===== config.mk =====
export PLATFORM = sky130hd
export DESIGN_NAME = tx_frame_param_flat
export DESIGN_NICKNAME = d
export VERILOG_FILES = /design/src/rtl/tx_frame_param_if.sv /design/src/rtl/tx_frame_param.sv /design/src/flat_wrapper.sv
export SDC_FILE = /design/constraint.sdc
export NUM_CORES = 1
export LEC_CHECK = 0
export ABC_AREA = 1
export CAP_MARGIN = 20
export CORE_ASPECT_RATIO = 1.75
export CORE_MARGIN = 2
export CORE_UTILIZATION = 48
export DETAILED_ROUTE_END_ITERATION = 10
export PLACE_DENSITY_LB_ADDON = 0.05
export SYNTH_ARGS = -nofsm -noshare
export SYNTH_HDL_FRONTEND = slang
export SYNTH_SLANG_ARGS = --single-unit

===== constraint.sdc =====
create_clock -name clock -period 2.1 [get_ports clock]
set_input_delay 0.42 -clock clock [delete_from_list [all_inputs] [get_ports clock]]
set_output_delay 0.42 -clock clock [all_outputs]
set_load 0.05 [all_outputs]

===== src/rtl/tx_frame_param_if.sv =====
// Button/word inputs and serial/status outputs of the frame transmitter.
// The slave modport is the transmitter's view; master is the stimulus side.
interface tx_frame_param_if #(
    parameter int DATA_W  = 4,
    parameter int INSTR_W = 4
);
    logic               botao;
    logic [DATA_W-1:0]  dado;
    logic [INSTR_W-1:0] instrucao;
    logic               out;
    logic               busy;
    logic               done;

    modport master (
        output botao,
        output dado,
        output instrucao,
        input  out,
        input  busy,
        input  done
    );

    modport slave (
        input  botao,
        input  dado,
        input  instrucao,
        output out,
        output busy,
        output done
    );
endinterface


===== src/rtl/tx_frame_param.sv =====
// Debounced, edge-armed UART-style transmitter: start bit, dado, instrucao,
// optional parity and 1-2 stop bits, each bit held CLKS_PER_BIT cycles.
module tx_frame_param #(
    parameter int DATA_W          = 4,
    parameter int INSTR_W         = 4,
    parameter int CLKS_PER_BIT    = 4,
    parameter int DEBOUNCE_CYCLES = 3,
    parameter int PARITY          = 0,
    parameter int STOP_BITS       = 1
) (
    input  logic               clock,
    input  logic               reset_n,
    tx_frame_param_if.slave    bus
);
    localparam int PAR_EN  = (PARITY != 0) ? 1 : 0;
    localparam int BODY_W  = 1 + DATA_W + INSTR_W;
    localparam int NBITS   = BODY_W + PAR_EN + STOP_BITS;
    localparam int BIT_W   = $clog2(NBITS);
    localparam int CLK_W   = (CLKS_PER_BIT > 1) ? $clog2(CLKS_PER_BIT) : 1;
    localparam int DEB_W   = $clog2(DEBOUNCE_CYCLES + 1);
    localparam logic PAR_ODD = (PARITY == 2) ? 1'b1 : 1'b0;

    typedef enum logic [1:0] {
        ST_IDLE         = 2'd0,
        ST_DEBOUNCE     = 2'd1,
        ST_SEND         = 2'd2,
        ST_WAIT_RELEASE = 2'd3
    } state_t;

    function automatic logic f_parity(input logic [DATA_W+INSTR_W-1:0] bits,
                                      input logic odd);
        return (^bits) ^ odd;
    endfunction

    state_t             r_state;
    logic [DEB_W-1:0]   r_deb_cnt;
    logic [CLK_W-1:0]   r_clk_cnt;
    logic [BIT_W-1:0]   r_bit_cnt;
    logic [NBITS-1:0]   r_shift;
    logic               r_out;
    logic               r_busy;
    logic               r_done;

    state_t             w_state_nxt;
    logic [DEB_W-1:0]   w_deb_nxt;
    logic [CLK_W-1:0]   w_clk_nxt;
    logic [BIT_W-1:0]   w_bit_nxt;
    logic [NBITS-1:0]   w_shift_nxt;
    logic               w_out_nxt;
    logic               w_busy_nxt;
    logic               w_done_nxt;

    logic [BODY_W-1:0]  w_body;
    logic               w_par;
    logic [NBITS-1:0]   w_frame;

    // Frame image in transmit order: bit 0 (start) goes out first.
    assign w_body = {bus.instrucao, bus.dado, 1'b0};
    assign w_par  = f_parity({bus.instrucao, bus.dado}, PAR_ODD);

    generate
        if (PAR_EN != 0) begin : g_par
            assign w_frame = {{STOP_BITS{1'b1}}, w_par, w_body};
        end else begin : g_nopar
            assign w_frame = {{STOP_BITS{1'b1}}, w_body};
        end
    endgenerate

    // Next-state and next-register logic for the transmit FSM.
    always_comb begin
        w_state_nxt = r_state;
        w_deb_nxt   = r_deb_cnt;
        w_clk_nxt   = r_clk_cnt;
        w_bit_nxt   = r_bit_cnt;
        w_shift_nxt = r_shift;
        w_out_nxt   = r_out;
        w_busy_nxt  = r_busy;
        w_done_nxt  = 1'b0;
        case (r_state)
            ST_IDLE: begin
                w_out_nxt  = 1'b1;
                w_busy_nxt = 1'b0;
                if (bus.botao) begin
                    if (DEBOUNCE_CYCLES == 1) begin
                        w_state_nxt = ST_SEND;
                        w_deb_nxt   = '0;
                        w_clk_nxt   = '0;
                        w_bit_nxt   = '0;
                        w_out_nxt   = w_frame[0];
                        w_shift_nxt = {1'b1, w_frame[NBITS-1:1]};
                        w_busy_nxt  = 1'b1;
                    end else begin
                        w_state_nxt = ST_DEBOUNCE;
                        w_deb_nxt   = DEB_W'(1);
                    end
                end else begin
                    w_deb_nxt = '0;
                end
            end
            ST_DEBOUNCE: begin
                if (!bus.botao) begin
                    w_state_nxt = ST_IDLE;
                    w_deb_nxt   = '0;
                end else if (r_deb_cnt == DEB_W'(DEBOUNCE_CYCLES - 1)) begin
                    // Words are captured here; later input changes cannot reach the line.
                    w_state_nxt = ST_SEND;
                    w_deb_nxt   = '0;
                    w_clk_nxt   = '0;
                    w_bit_nxt   = '0;
                    w_out_nxt   = w_frame[0];
                    w_shift_nxt = {1'b1, w_frame[NBITS-1:1]};
                    w_busy_nxt  = 1'b1;
                end else begin
                    w_deb_nxt = r_deb_cnt + DEB_W'(1);
                end
            end
            ST_SEND: begin
                if (r_clk_cnt == CLK_W'(CLKS_PER_BIT - 1)) begin
                    w_clk_nxt = '0;
                    if (r_bit_cnt == BIT_W'(NBITS - 1)) begin
                        w_state_nxt = ST_WAIT_RELEASE;
                        w_bit_nxt   = '0;
                        w_out_nxt   = 1'b1;
                        w_busy_nxt  = 1'b0;
                        w_done_nxt  = 1'b1;
                    end else begin
                        w_bit_nxt   = r_bit_cnt + BIT_W'(1);
                        w_out_nxt   = r_shift[0];
                        w_shift_nxt = {1'b1, r_shift[NBITS-1:1]};
                    end
                end else begin
                    w_clk_nxt = r_clk_cnt + CLK_W'(1);
                end
            end
            ST_WAIT_RELEASE: begin
                w_out_nxt  = 1'b1;
                w_busy_nxt = 1'b0;
                if (!bus.botao) begin
                    w_state_nxt = ST_IDLE;
                end else begin
                    w_state_nxt = ST_WAIT_RELEASE;
                end
            end
            default: begin
                w_state_nxt = ST_IDLE;
                w_deb_nxt   = '0;
                w_clk_nxt   = '0;
                w_bit_nxt   = '0;
                w_out_nxt   = 1'b1;
                w_busy_nxt  = 1'b0;
            end
        endcase
    end

    // State and datapath registers with synchronous active-low reset.
    always_ff @(posedge clock) begin
        if (!reset_n) begin
            r_state   <= ST_IDLE;
            r_deb_cnt <= '0;
            r_clk_cnt <= '0;
            r_bit_cnt <= '0;
            r_shift   <= '1;
            r_out     <= 1'b1;
            r_busy    <= 1'b0;
            r_done    <= 1'b0;
        end else begin
            r_state   <= w_state_nxt;
            r_deb_cnt <= w_deb_nxt;
            r_clk_cnt <= w_clk_nxt;
            r_bit_cnt <= w_bit_nxt;
            r_shift   <= w_shift_nxt;
            r_out     <= w_out_nxt;
            r_busy    <= w_busy_nxt;
            r_done    <= w_done_nxt;
        end
    end

    assign bus.out  = r_out;
    assign bus.busy = r_busy;
    assign bus.done = r_done;
endmodule


===== src/flat_wrapper.sv =====
// flat-port wrapper written by rule: the top's interface ports become plain ports
module tx_frame_param_flat 
#(
    parameter int DATA_W          = 4,
    parameter int INSTR_W         = 4,
    parameter int CLKS_PER_BIT    = 4,
    parameter int DEBOUNCE_CYCLES = 3,
    parameter int PARITY          = 0,
    parameter int STOP_BITS       = 1
)
  (clock, reset_n, bus_botao, bus_dado, bus_instrucao, bus_out, bus_busy, bus_done);
  tx_frame_param_if #(.DATA_W(DATA_W), .INSTR_W(INSTR_W)) bus_i ();
  input  logic clock;
  input  logic reset_n;
  input wire logic [$bits(bus_i.botao)-1:0] bus_botao;
  input wire logic [$bits(bus_i.dado)-1:0] bus_dado;
  input wire logic [$bits(bus_i.instrucao)-1:0] bus_instrucao;
  output wire logic [$bits(bus_i.out)-1:0] bus_out;
  output wire logic [$bits(bus_i.busy)-1:0] bus_busy;
  output wire logic [$bits(bus_i.done)-1:0] bus_done;
  assign bus_i.botao = bus_botao;
  assign bus_i.dado = bus_dado;
  assign bus_i.instrucao = bus_instrucao;
  assign bus_out = bus_i.out;
  assign bus_busy = bus_i.busy;
  assign bus_done = bus_i.done;
  tx_frame_param #(.DATA_W(DATA_W), .INSTR_W(INSTR_W), .CLKS_PER_BIT(CLKS_PER_BIT), .DEBOUNCE_CYCLES(DEBOUNCE_CYCLES), .PARITY(PARITY), .STOP_BITS(STOP_BITS)) u_core (.clock(clock), .reset_n(reset_n), .bus(bus_i));
endmodule

==> results.md, run 1 <==
* Req. time, crit path at 1.68 ns
* ANT nets after route at 0
* Slew Limit Fails at 0
* Clock sink total at 21
* Antenna fix cells at 0
* RSZ-0062 raised after global routing: no
* Total GRT Usage at 18.6%
* Crit path kind: reg -> out
* Endpoints failing hold at 0
* Cts repair resizes at 0
* Initial DRT Pass Iterations at 4
* Placed cell areas at 1370 um2
* Root Buffer Master: clkbuf_8
* DRT iter0 DRCs at 17
* Detailed Route WL at 2430 um
* Die area at 2930 um2
* Max_slew headroom at 66.6%
* Maximum achievable frequency at 0.554 GHz
* Pwr/cell area at 1320 nW/um2
* Commonest non-fill, non-tap cells in the layout: nand2_1, nand3_1, dfxtp_1
* RePlAce Congestion at 0.844
* Final Core Density at 58.2%
* Port Buffers at 13
* Yosys warns at 0
* Crit path arrival time at 1.39 ns
* Drt via density at 5.18
* Core Area at 2430 um2
* Largest net degree at the start of global routing at 16
* DP Worst Slack at 0.264 ns
* Synth area leaders: dfxtp_1, nand2_1, nand3_1, ha_1, inv_1
* Status: finished clean
* Layout cells sized above 1 at 12.6%
* Initial antenna violation count at 0
* Syn Inst Count at 174
* Worst setup EP type: primary output
* Placed Cells at 213
* CTS Buffer Depth at 2
* Post-Syn Area at 1200 um2
* Vias at 1,124
* Worst-skew pair later-pin latency at 0.25 ns
* Starting Density at 49.3%
* Hold WC Path Type: reg -> reg
* LEAKAGE at 0.665 nW
* Avg Cell Area, Syn at 6.90 um2
* Final Cell Area at 1420 um2
* Top cell type by total area after synthesis: dfxtp_1
* CTS tree: built
* TritonCTS Buffers at 3
* DR WL/cell at 11.2 um
* Peak VDD IR at 0.711 mV
* Finished Layout Cells at 217
* Die Ht at 70.1 um
* Max-capacitance violation count at 0
* CTS Hold Bufs at 0
* Crit-path max cell delay at 0.80 ns
* Commonest non-fill, non-tap cell in the layout: nand2_1
* Top cell family by delay on the critical path: buffers and inverters
* Layout Area Growth over Synthesis at 17.9%
* Worst Skew at 0.00234 ns
* DRC at 0
* CP max stage cell: clkdlybuf4s50_1
* Sequential fraction of the synthesis area at 35.0%
* Clock transition at path regs at 0.07 ns
* Row count at 24
* Fin Setup TNS at 0 ns
* Die extent in x at 41.8 um
* Startpoint Class: register
* # nets final at 211
* Total Power at 1.87 mW
* Hold Slack at 0.461 ns
* Vias in the first global route at 1,054
* Slew @ Worst Pin at 0.499 ns
* DP HPWL at 1880 um
* Min Tclk post-route at 1.81 ns
* Crit-path max FO at 2
* Ports at 14
* Final period utilization at 86.0%
* H-tree depth reported by CTS at 1
* Distinct cells, synth at 22
* Buf/Inv on CP at 1
* Synth Net Count at 193
* First-pass GRT wire length at 4370 um
* Flops & latches, synth at 21
* Post CTS Setup Buffer Count at 0
* Share of the synthesized area in the top cell type at 35.0%
* CP Cell Sequence: clkdlybuf4s50_1
* Crit path setup slack, layout at 0.294 ns
* Global route overflow at 0
* Final setup fails at 0
cell families (layout without fill, tap and decap cells):
family,count (synthesis),after routing,synth area share [%]
AO/OA/AOI/OAI,16,16,7.30
XOR/XNOR,2,2,1.46
adder cells (fa/ha/maj),8,8,8.34
buffers and inverters,20,37,7.19
flip-flops,21,21,35.0
AND/OR/NAND/NOR,107,107,40.7
metal layers:
metal | global-route usage (%) | wire, um | share of wire, %
met4 | 7.53 | 19 | 0.78
met2 | 34.4 | 1290 | 53
met1 | 21.0 | 1070 | 44
met3 | 1.81 | 49 | 2.0
met5 | 0 | 0 | 0
registers in the layout (all words and copies together) (netlist names), named ones only:
name and count:
u_core.r_shift 8, u_core.r_state 1, u_core.bus.busy 1, u_core.bus.out 1, u_core.r_clk_cnt 2, u_core.bus.done 1, u_core.r_bit_cnt 4, u_core.r_deb_cnt 2
power by group:
group / internal [mW] / switching, mW
logic: 0.363 / 0.634
clock network: 0.135 / 0.124
registers: 0.531 / 0.0784
total: 1.03 / 0.837
final cells by class:
class | count | area, um2
clock buffers | 4 | 45.0
repair buffers | 18 | 168
inverters | 15 | 56.3
multi-input cells | 133 | 693
flip-flops and latches | 21 | 420
well taps | 26 | 32.5
fillers | 269 | 1020
Yosys cell counts (all sizes together):
cell / count
a21oi: 10
clkbuf: 1
inv: 15
nand3: 26
nand4: 3
ha: 8
or2: 2
o21ai: 6
xor2: 2
nand2: 61
buf: 4
dfxtp: 21
nor2: 12
nor3: 3
path summary, 6_finish.rpt:
path	from	to	slack (ns)	cells past startpoint
worst max register to register	u_core.r_state[0]$_SDFFE_PN0P_	u_core.r_bit_cnt[2]$_SDFFE_PN0P_	0.38	8
worst min register to register	u_core.bus.out$_SDFFE_PN1P_	u_core.bus.out$_SDFFE_PN1P_	0.46	2
worst max-delay path	u_core.bus.busy$_SDFFE_PN0P_	bus_busy	0.29	1
worst min-delay path	u_core.bus.out$_SDFFE_PN1P_	u_core.bus.out$_SDFFE_PN1P_	0.46	2
No activity file was read; power rests on OpenSTA's default activity.
==> inputs of run 2 (changes only) <==
Settings changed: SLEW_MARGIN from default to 20.
==> results of run 2 <==
Same layout as run 1: the final DEF is identical, and so are final timing and power.
